### src/rtl/mem_seq.sv
// Memory access sequencer: runs fetch / data read / data write cycles against a
// ready-handshake memory and drives the IR / data-register load code.
module mem_seq #(
    parameter int unsigned TIMEOUT = 15
) (
    input  logic        clk,
    input  logic        reset,
    input  logic        fetch_req,
    input  logic        rw_req,
    input  logic        rw_we,
    input  logic [15:0] pc,
    input  logic [15:0] data_addr,
    input  logic [15:0] wdata,
    input  logic        err_clr,
    input  logic [15:0] mem_rdata,
    input  logic        mem_ready,
    output logic [15:0] mem_addr,
    output logic [15:0] mem_wdata,
    output logic        mem_rd_n,
    output logic        mem_wr_n,
    output logic [1:0]  rec,
    output logic [15:0] rdata,
    output logic        busy,
    output logic        done,
    output logic        timeout_err
);

    typedef enum logic [2:0] {
        S_IDLE,
        S_ADDR,
        S_WAIT,
        S_LATCH,
        S_ERR
    } state_t;

    state_t      r_state;
    state_t      w_next;
    logic        w_accept;
    logic        w_active;
    logic [15:0] r_addr;
    logic [15:0] r_wdata;
    logic [15:0] r_rdata;
    logic        r_is_fetch;
    logic        r_we;
    logic        r_terr;
    logic [7:0]  r_cnt;

    always_comb begin
        w_next   = r_state;
        w_accept = 1'b0;
        case (r_state)
            // LATCH's closing edge doubles as the IDLE accept point, giving
            // back-to-back accesses with no idle cycle in between.
            S_IDLE, S_LATCH: begin
                if (rw_req || fetch_req) begin
                    w_accept = 1'b1;
                    w_next   = S_ADDR;
                end else begin
                    w_next = S_IDLE;
                end
            end
            S_ADDR: w_next = S_WAIT;
            S_WAIT: begin
                if (mem_ready)
                    w_next = S_LATCH;
                else if (32'(r_cnt) + 32'd1 >= TIMEOUT)
                    w_next = S_ERR;
            end
            S_ERR:   w_next = S_IDLE;
            default: w_next = S_IDLE;
        endcase
    end

    always_ff @(posedge clk or negedge reset) begin
        if (!reset) begin
            r_state    <= S_IDLE;
            r_addr     <= '0;
            r_wdata    <= '0;
            r_rdata    <= '0;
            r_is_fetch <= 1'b0;
            r_we       <= 1'b0;
            r_terr     <= 1'b0;
            r_cnt      <= '0;
        end else begin
            r_state <= w_next;
            if (w_accept) begin
                r_is_fetch <= !rw_req;
                r_we       <= rw_req && rw_we;
                r_addr     <= rw_req ? data_addr : pc;
                r_wdata    <= wdata;
                r_cnt      <= '0;
            end else if (r_state == S_WAIT && !mem_ready) begin
                r_cnt <= r_cnt + 8'd1;
            end
            if (r_state == S_LATCH && !r_is_fetch && !r_we)
                r_rdata <= mem_rdata;
            // A set in ERR overrides a simultaneous clear.
            if (r_state == S_ERR)
                r_terr <= 1'b1;
            else if (err_clr)
                r_terr <= 1'b0;
        end
    end

    assign w_active    = (r_state == S_ADDR) || (r_state == S_WAIT) || (r_state == S_LATCH);
    assign mem_addr    = r_addr;
    assign mem_wdata   = r_wdata;
    assign mem_rd_n    = !(w_active && !r_we);
    assign mem_wr_n    = !(w_active && r_we);
    assign rec         = (r_state != S_LATCH) ? 2'b00 :
                         r_is_fetch           ? 2'b10 :
                         !r_we                ? 2'b01 : 2'b00;
    assign rdata       = r_rdata;
    assign busy        = (r_state != S_IDLE);
    assign done        = (r_state == S_LATCH);
    assign timeout_err = r_terr;

endmodule

### config.mk
export PLATFORM = sky130hd
export DESIGN_NAME = mem_seq
export DESIGN_NICKNAME = d
export VERILOG_FILES = /design/src/rtl/mem_seq.sv
export SDC_FILE = /design/constraint.sdc
export NUM_CORES = 1
export LEC_CHECK = 0
export CAP_MARGIN = 40
export CORE_MARGIN = 2
export CORE_UTILIZATION = 38
export CTS_CLUSTER_DIAMETER = 30
export DETAILED_ROUTE_END_ITERATION = 12
export PLACE_DENSITY = 0.76
export SLEW_MARGIN = 15
export SYNTH_ARGS = -nofsm -noshare
export SYNTH_HDL_FRONTEND = slang
export SYNTH_SLANG_ARGS = --single-unit
### constraint.sdc
create_clock -name clk -period 1.69 [get_ports clk]
set_input_delay 0.169 -clock clk [delete_from_list [all_inputs] [get_ports clk]]
set_output_delay 0.169 -clock clk [all_outputs]
set_load 0.01 [all_outputs]
# ---- After elaboration in Yosys (flattened, before gate mapping)
# Index checks and enable logic that the tools add are counted.
dict set report classes {
  n_reduce_logical 20
  magnitude_cmp 1
  n_eq_ne 6
  muxes 14
  add_sub_neg 2
}
# cell n
set op_table {}
lappend op_table {{$mux W16} 1}
lappend op_table {{$mux W8} 2}
lappend op_table {{$add A8 B1 Y9 const B} 1}
lappend op_table {{$ge A9 B4 Y1 const B} 1}
lappend op_table {{$pmux W3 S3} 1}
lappend op_table {{$add A8 B1 Y8 const B} 1}
lappend op_table {{$eq A3 B2 Y1 const B} 2}
lappend op_table {{$logic_and A1 B1 Y1} 6}
lappend op_table {{$logic_not A1 Y1} 6}
lappend op_table {{$mux W1} 6}
lappend op_table {{$mux W3} 2}
lappend op_table {{$mux W2} 2}
lappend op_table {{$reduce_bool A2 Y1} 2}
lappend op_table {{$eq A3 B1 Y1 const B} 1}
lappend op_table {{$eq A3 B3 Y1 const B} 1}
lappend op_table {{$logic_not A3 Y1} 1}
lappend op_table {{$logic_or A1 B1 Y1} 3}
lappend op_table {{$ne A3 B2 Y1 const B} 1}
lappend op_table {{$ne A3 B3 Y1 const B} 1}
lappend op_table {{$reduce_bool A3 Y1} 1}
lappend op_table {{$reduce_or A2 Y1} 1}
dict set report word_totals {
  reg_bits 62
  output_inout_bits 55
  word_cells 51
  inputBits 71
}

# ---- Longest topological paths before layout
# Gate-level depths: netlist of run 1.
dict set report logic_depth {
  word_depth 5
  depth_mapped 7
  depth_no_buf 6
}

# ---- Least setup slack after synthesis of run 1
# OpenSTA, ideal clock, no wires.
dict set report synth_timing {
  path_kind {reg-to-reg}
  start {reg r_state[2]}
  end {reg r_rdata[10], in the netlist rdata[10]}
  period_less_slack_ns 1.638
  n_path_buf 3
  required_time_ns 1.565
  stages_incl_launch_ff 7
  arrival_time_ns 1.513
  setup_slack_ns 0.052
  path_cell_list {dfrtp_1 -> buf_6 -> nand3b_1 -> or3_1 -> buf_6 -> buf_12 -> mux2_4}
}
dict set report synth_between {
  elab_chain_cells 3
}
# element line
set synth_lines {}
lappend synth_lines {{start, declared} 36} ;# state_t r_state;
lappend synth_lines {{start signal, assigned} 85} ;# r_state <= w_next;
lappend synth_lines {{$eq A3 B2 Y1} 95} ;# if (r_state == S_LATCH && !r_is_fetch && !r_we)
lappend synth_lines {{$logic_and A1 B1 Y1 (2 in series)} 95}
lappend synth_lines {{end signal, assigned} 96} ;# r_rdata <= mem_rdata;
lappend synth_lines {{end, declared} 42} ;# logic [15:0] r_rdata;
# Every way passes these cells.
# A chain may end at the register's enable or synchronous reset.

# ---- Worst setup path after layout of run 1
dict set report layout_timing {
  start {reg r_state[0]}
  end {reg r_cnt[1]}
}
dict set report layout_between {
  elab_chain_cells 4
  elab_cells_between_ends 8
  classes_between {eq/ne (2); mux (2); reduce/logical (4)}
}
# element line
set layout_lines {}
lappend layout_lines {{$eq A3 B2 Y1 or $logic_not A3 Y1 (tied branches)} 51} ;# case (r_state)
lappend layout_lines {{$reduce_or A2 Y1} 51}
lappend layout_lines {{$mux W1} 51}
lappend layout_lines {{$mux W8 or $reduce_bool A2 Y1 (tied branches)} -}
lappend layout_lines {{end signal, assigned} 93} ;# r_cnt <= r_cnt + 8'd1;
lappend layout_lines {{end, declared} 46} ;# logic [7:0] r_cnt;
# Several ways; a longest one is shown, not always the timed one.

==> results of run 1 <==
area by class of cell:
| class | instances | area, µm² | area share [%] |
|---|---|---|---|
| sequential | 62 | 1550 | 34.7 |
| timing repair buffer | 144 | 1410 | 31.4 |
| multi-input combinational | 152 | 1210 | 27.0 |
| clock buffer | 10 | 128 | 2.86 |
| tap | 99 | 124 | 2.77 |
| clock inverter | 6 | 38.8 | 0.868 |
| inverter | 4 | 15.0 | 0.336 |
cell families after synthesis:
logic type / after synthesis
fa+ha+maj: 2
buf+inv: 19
flops: 62
compound gates: 32
mux: 52
xor+xnor: 7
simple gates: 58
registers in the layout, summed over array words and instances (netlist names):
| register | flops |
|---|---|
| r_is_fetch | 1 |
| timeout_err | 1 |
| r_state | 3 |
| mem_wdata | 16 |
| rdata | 16 |
| r_cnt | 8 |
| mem_addr | 16 |
| r_we | 1 |
critical path, stage by stage (launching register included):
cell and delay [ns]:
dfrtp_2 0.42, buf_4 0.16, or4b_4 0.62, buf_4 0.17, nand2_1 0.07, o22ai_1 0.08
power by group:
part	internal, mW	switching [mW]	total, mW	leakage [nW]
Clock	0.526	0.572	1.10	0.0820
Sequential	2.17	0.365	2.53	0.737
Combinational	2.38	1.65	4.03	1.17
stage by stage:
stage          setup TNS [ns]  setup slack [ns]  cell area, µm²  utilization (%)
6_report                    0            0.0411            4470             61.3
5_1_grt                -0.193           -0.0428            4470             61.3
4_1_cts                     0         0.0000493            4420             60.6
3_5_place_dp           -0.537           -0.0533            4230             57.9
3_3_place_gp           -0.121           -0.0191            4230             57.9
2_1_floorplan               0            0.0520            2880                -
cells in the mapped netlist, drive strengths merged, types with 3 or more instances:
master	number
or3	5
mux2i	20
mux2	32
buf	14
nand2	10
o22ai	3
xnor2	5
nor2	21
dfrtp	62
a21o	3
nand3	5
inv	4
a21oi	20
per-layer routing:
metal,global-route usage [%],vias to the layer above
li1,-,1099
met1,20.7,1067
met2,29.2,84
met3,3.98,7
met4,7.58,0
met5,0,-
worst max path at each step:
stage,depth (start not counted),endpoint
4_1_cts,4,r_cnt[5]
3_5_place_dp,5,mem_wdata[14]
2_1_floorplan,6,rdata[10]
6_report,5,r_cnt[1]
3_3_place_gp,5,mem_wdata[10]
5_1_grt,5,mem_wdata[14]
what timing repair did:
action / in CTS / in global routing
setup endpoints to repair: 6 / 36
cloned: 0 / 1
pin swaps: 0 / 3
resized for setup: 13 / 8
endpoints found under the hold margin: 62 / 0
buffers inserted: 3 / 3
hold buffers: 1 / 0
==> impl_metrics.csv, run 1 <==
group,metric,value,unit
outcome,status,"complete, no violations",
sta,worstMarginPinSlew,0.343,ns
route,top_layer,"met4",
yosys,synthSimpleGateAreaFrac,10.6,%
sta,clock_skew,0.00972,ns
floorplanning,start_util,39.5,%
sta,finalSetupViolCount,0,
yosys,synthArstFlopShare,100,%
global_routing,grt_use_total,17.1,%
pwr,vdd_ir_drop_max,0.000693,V
pwr,p_per_area,1710,nW/µm²
setup_path,required,1.91,ns
setup_path,end_kind,"flip-flop",
worst_hold_path,hold_class,"in -> async",
yosys,synth_compound_area_share,6.52,%
floorplanning,die_x,91.0,µm
placed_design,place_inst,453,
floorplanning,core-area,7290,µm²
finish,fillers,615,
setup_path,critPathLaunchType,"flip-flop",
setup_path,path_max_fanout,7,
cts,clk_latency,0.33,ns
setup_path,crit_type,"reg -> reg",
route,dr.first_iter.drc_count,92,
route,drtAntennaViolNets,0,
sta,slew_headroom,77.1,%
route,vias_per_cell,4.73,
placed_design,place.detailed.hpwl,5140,µm
yosys,synth_top_area_cell,"dfrtp_1",
finish,layout_commonest_cell,"clkdlybuf4s50_1",
global_routing,grt_max_degree,63,
setup_path,rr_endpoint,"r_cnt[1]",
yosys,synthAdderAreaFrac,0.869,%
pwr,finalPower,7.66,mW
setup_path,reg2reg_slack,0.04,ns
floorplanning,dieArea,8290,µm²
yosys,synth_top_area_share,53.9,%
floorplanning,std_cell_rows,31,
yosys,ys_top_cells_by_area,"dfrtp_1 (54%), mux2_2 (9.0%), mux2i_1 (7.0%), mux2_4 (4.7%), a21oi_1 (3.5%)",
route,drt_first_pass_iters,4,
sta,slew_viol_final,0,
yosys,synthFlopType,"dfrtp_1",
route,met1_length,2850,µm
yosys,syn_area,2880,µm²
cts,path_clk_slew,0.07,ns
job,cap_violations,0,
sta,period_needed,1.65,ns
global_routing,antenna_found_initial,0,
floorplanning,die_h,91.0,µm
route,wirelength,6970,µm
finish,layout.nets,446,
yosys,synth_cell_types,43,
cts,root_buffer,"clkbuf_8",
global_routing,overflow,0,
yosys,seq_area_frac_synth,53.9,%
pwr,p_leak,1.99,nW
yosys,synth_top_family_by_area,"multiplexers",
setup_path,cp.arrival,1.87,ns
yosys,synth_fp_nets,305,
yosys,synth_cells,232,
sta,hold_viol_final,0,
global_routing,grt_pass1_vias,2225,
yosys,ys_seq_elements,62,
cts,cts_max_level,3,
route,routedWlPerCell,14.6,µm
setup_path,reg2regPathDepth,5,
finish,drive_above_1_share,21.4,%
yosys,synthXorXnorAreaFrac,2.13,%
route,met2_wirelength,3640,µm
sta,rsz0062_at_grt,"yes",
route,vias,2257,
sta,fmax,606,MHz
finish,fin_cells,477,
placed_design,numPortBuffers,125,
cts,clockBufferDepth,2,
yosys,synth_warnings,0,
placed_design,place.gp.congestion,0.777,
cts,cts.sinks,62,
finish,syn_to_final_growth,55.2,%
finish,layout_common_cells,"clkdlybuf4s50_1 (118), dfrtp_1 (61), mux2_2 (23), mux2i_1 (20), a21oi_1 (20)",
cts,cts-buffers-inserted,9,
cts,cts_tree,"done",
global_routing,grt_pass1_wl,11100,µm
floorplanning,pin_count,126,
setup_path,r2r-start,"r_state[0]",
yosys,syn_area_per_cell,12.4,µm²
route,route.met3.wl,382,µm
yosys,muxShareOfSynthArea,20.6,%
yosys,synth-edff-count,0,
finish,n_antenna_cell,0,
sta,hold_slack,0.366,ns
sta,post-route-period-util,97.6,%
setup_path,startpoint,"r_state[0]",
route,remaining_drc_errors,0,
(Power assumes the default switching activity.)
==> inputs of run 2 (changes only) <==
--- a/config.mk
+++ b/config.mk
@@ -11,6 +11,7 @@
 export CTS_CLUSTER_DIAMETER = 30
 export DETAILED_ROUTE_END_ITERATION = 12
 export PLACE_DENSITY = 0.76
+export SETUP_SLACK_MARGIN = 0.2
 export SLEW_MARGIN = 15
 export SYNTH_ARGS = -nofsm -noshare
 export SYNTH_HDL_FRONTEND = slang
==> run 2 against run 1 <==
  * Combinational power is 51% higher
  * Highest routed layer unchanged
  * Sequential power increased by 6%
  * First-iteration DRC count up 6.5%
  * Count of clock-buffer cells in the layout increased by 1
  * Global-route usage increased by 3.0 points
  * Clock skew rose by 0.0013 ns
  * Via count increased by 11%
  * Critical endpoint is now mem_wdata[9]
  * Clock power grew 23%
  * Largest cell class is now buffers
==> impl_metrics.csv, run 2 (same netlist as run 1, synthesis figures left out) <==
group,metric,value,unit
outcome,status,"complete, no violations",
route,routedWlPerCell,17.9,µm
floorplanning,std_cell_rows,31,
floorplanning,core-area,7290,µm²
route,vias,2499,
setup_path,max_stage_delay,0.39,ns
cts,clk_latency,0.34,ns
placed_design,place.gp.congestion,0.805,
route,vias_per_cell,5.04,
finish,syn_to_final_growth,79.7,%
setup_path,cpMostUsedCell,"buf_12",
worst_hold_path,hold_class,"in -> async",
cts,root_buffer,"clkbuf_8",
job,cap_violations,0,
sta,clock_skew,0.0110,ns
setup_path,required,1.91,ns
cts,cts.sinks,62,
finish,post-route-util,71.0,%
finish,n_antenna_cell,0,
route,wirelength,8870,µm
placed_design,place.detailed.hpwl,5770,µm
global_routing,grt_use_total,20.2,%
floorplanning,die_x,91.0,µm
finish,layout.nets,465,
setup_path,crit_type,"reg -> reg",
global_routing,overflow,0,
setup_path,cp.arrival,1.89,ns
sta,hold_viol_final,0,
route,drt_first_pass_iters,4,
cts,cts_tree,"done",
sta,post-route-period-util,98.9,%
floorplanning,start_util,39.5,%
sta,slew_headroom,65.1,%
setup_path,path_max_fanout,8,
route,dr.first_iter.drc_count,98,
sta,finalSetupTns,0,ns
pwr,p_leak,2.31,nW
route,drtAntennaViolNets,0,
finish,fillers,496,
floorplanning,die_h,91.0,µm
finish,layout_commonest_cell,"clkdlybuf4s50_1",
global_routing,grt_max_degree,23,
global_routing,grt_pass1_wl,13000,µm
route,remaining_drc_errors,0,
floorplanning,pin_count,126,
sta,slew_viol_final,0,
sta,rsz0062_at_grt,"yes",
sta,finalSetupViolCount,0,
pwr,p_per_area,1960,nW/µm²
setup_path,end_kind,"flip-flop",
sta,worstMarginPinSlew,0.524,ns
setup_path,slowest_stage,"dfrtp_1",
placed_design,numPortBuffers,125,
setup_path,critPathLaunchType,"flip-flop",
sta,period_needed,1.67,ns
setup_path,cp_cell_sequence,"buf_6 > xnor2_4 > and3b_2 > buf_12 > buf_12 > mux2_4",
cts,path_clk_slew,0.08,ns
cts,cts_max_level,3,
sta,fmax,598,MHz
pwr,finalPower,10.1,mW
finish,drive_above_1_share,37.8,%
global_routing,grt_pass1_vias,2552,
floorplanning,dieArea,8290,µm²
cts,cts-buffers-inserted,9,
pwr,vdd_ir_drop_max,0.00102,V
global_routing,antenna_found_initial,0,
cts,clockBufferDepth,2,
finish,layout_common_cells,"clkdlybuf4s50_1 (111), dfrtp_1 (61), mux2_4 (32), mux2i_1 (20), buf_4 (20)",
-- run 2: what timing repair did --
| action | 4_1_cts | 5_1_grt |
|---|---|---|
| setup buffers | 11 | 4 |
| hold buffers | 1 | 0 |
| resized for setup | 59 | 82 |
| gates cloned | 3 | 1 |
| setup endpoints to repair | 57 | 67 |
| hold endpoints to repair | 18 | 0 |
| pin swaps | 4 | 9 |
-- run 2: worst max-delay path: cells and delay by family, from the launching register on --
family                    cells  cell delay, ns
xor gates and xnor gates      1            0.18
muxes                         1            0.30
buffers and inverters         3            0.42
DFF                           1            0.39
and+or+nand+nor               1            0.27
-- run 2: per-layer routing --
metal	vias to the layer above	wire (µm)	track usage, %
li1	1137	-	-
met1	1236	3680	24.9
met2	101	4360	32.1
met3	25	496	5.98
met4	0	340	9.97
met5	-	0	0
-- run 2: final cells by class --
class | count | area [µm²] | area share [%]
sequential | 62 | 1550 | 30.0
multi-input combinational | 152 | 1570 | 30.4
clock buffer | 11 | 141 | 2.73
tap | 99 | 124 | 2.39
inverter | 4 | 15.0 | 0.290
clock inverter | 5 | 57.6 | 1.11
timing repair buffer | 163 | 1710 | 33.1
-- run 2: worst paths after layout --
check,from,end,slack (ns),depth (start not counted)
worst min register to register,rdata[3],rdata[3],0.52,1
worst max register to register,r_state[1],mem_wdata[9],0.02,6
min in group clk,err_clr,timeout_err,0.42,2
max in group asynchronous,reset,mem_addr[10],0.75,3
worst min-delay path,reset,rdata[1],0.34,2
worst max-delay path,r_state[1],mem_wdata[9],0.02,6
-- run 2: metrics by stage --
step           worst slack (ns)  instances  area [µm²]  hold WS [ns]
2_1_floorplan            0.0520        232        2910        -0.127
3_3_place_gp            -0.0107        460        4310         0.169
3_5_place_dp            -0.0551        460        4310         0.168
4_1_cts                  0.0400        491        4800         0.338
5_1_grt                 -0.0185        496        5170         0.403
6_report                 0.0180        496        5170         0.345
-- run 2: report_power, final --
group          switching, mW  leakage (nW)  internal, mW
Clock                  0.623         0.104         0.725
Sequential             0.520         0.736          2.17
Combinational           2.39          1.47          3.70
Total                   3.54          2.31          6.59
==> inputs of run 3 (changes only) <==
--- a/config.mk
+++ b/config.mk
@@ -8,7 +8,7 @@
 export CAP_MARGIN = 40
 export CORE_MARGIN = 2
 export CORE_UTILIZATION = 38
-export CTS_CLUSTER_DIAMETER = 30
+export CTS_CLUSTER_DIAMETER = 40
 export DETAILED_ROUTE_END_ITERATION = 12
 export PLACE_DENSITY = 0.76
 export SETUP_SLACK_MARGIN = 0.2
==> results of run 3 <==
No change in the layout: final DEF, timing and power equal those of run 2.
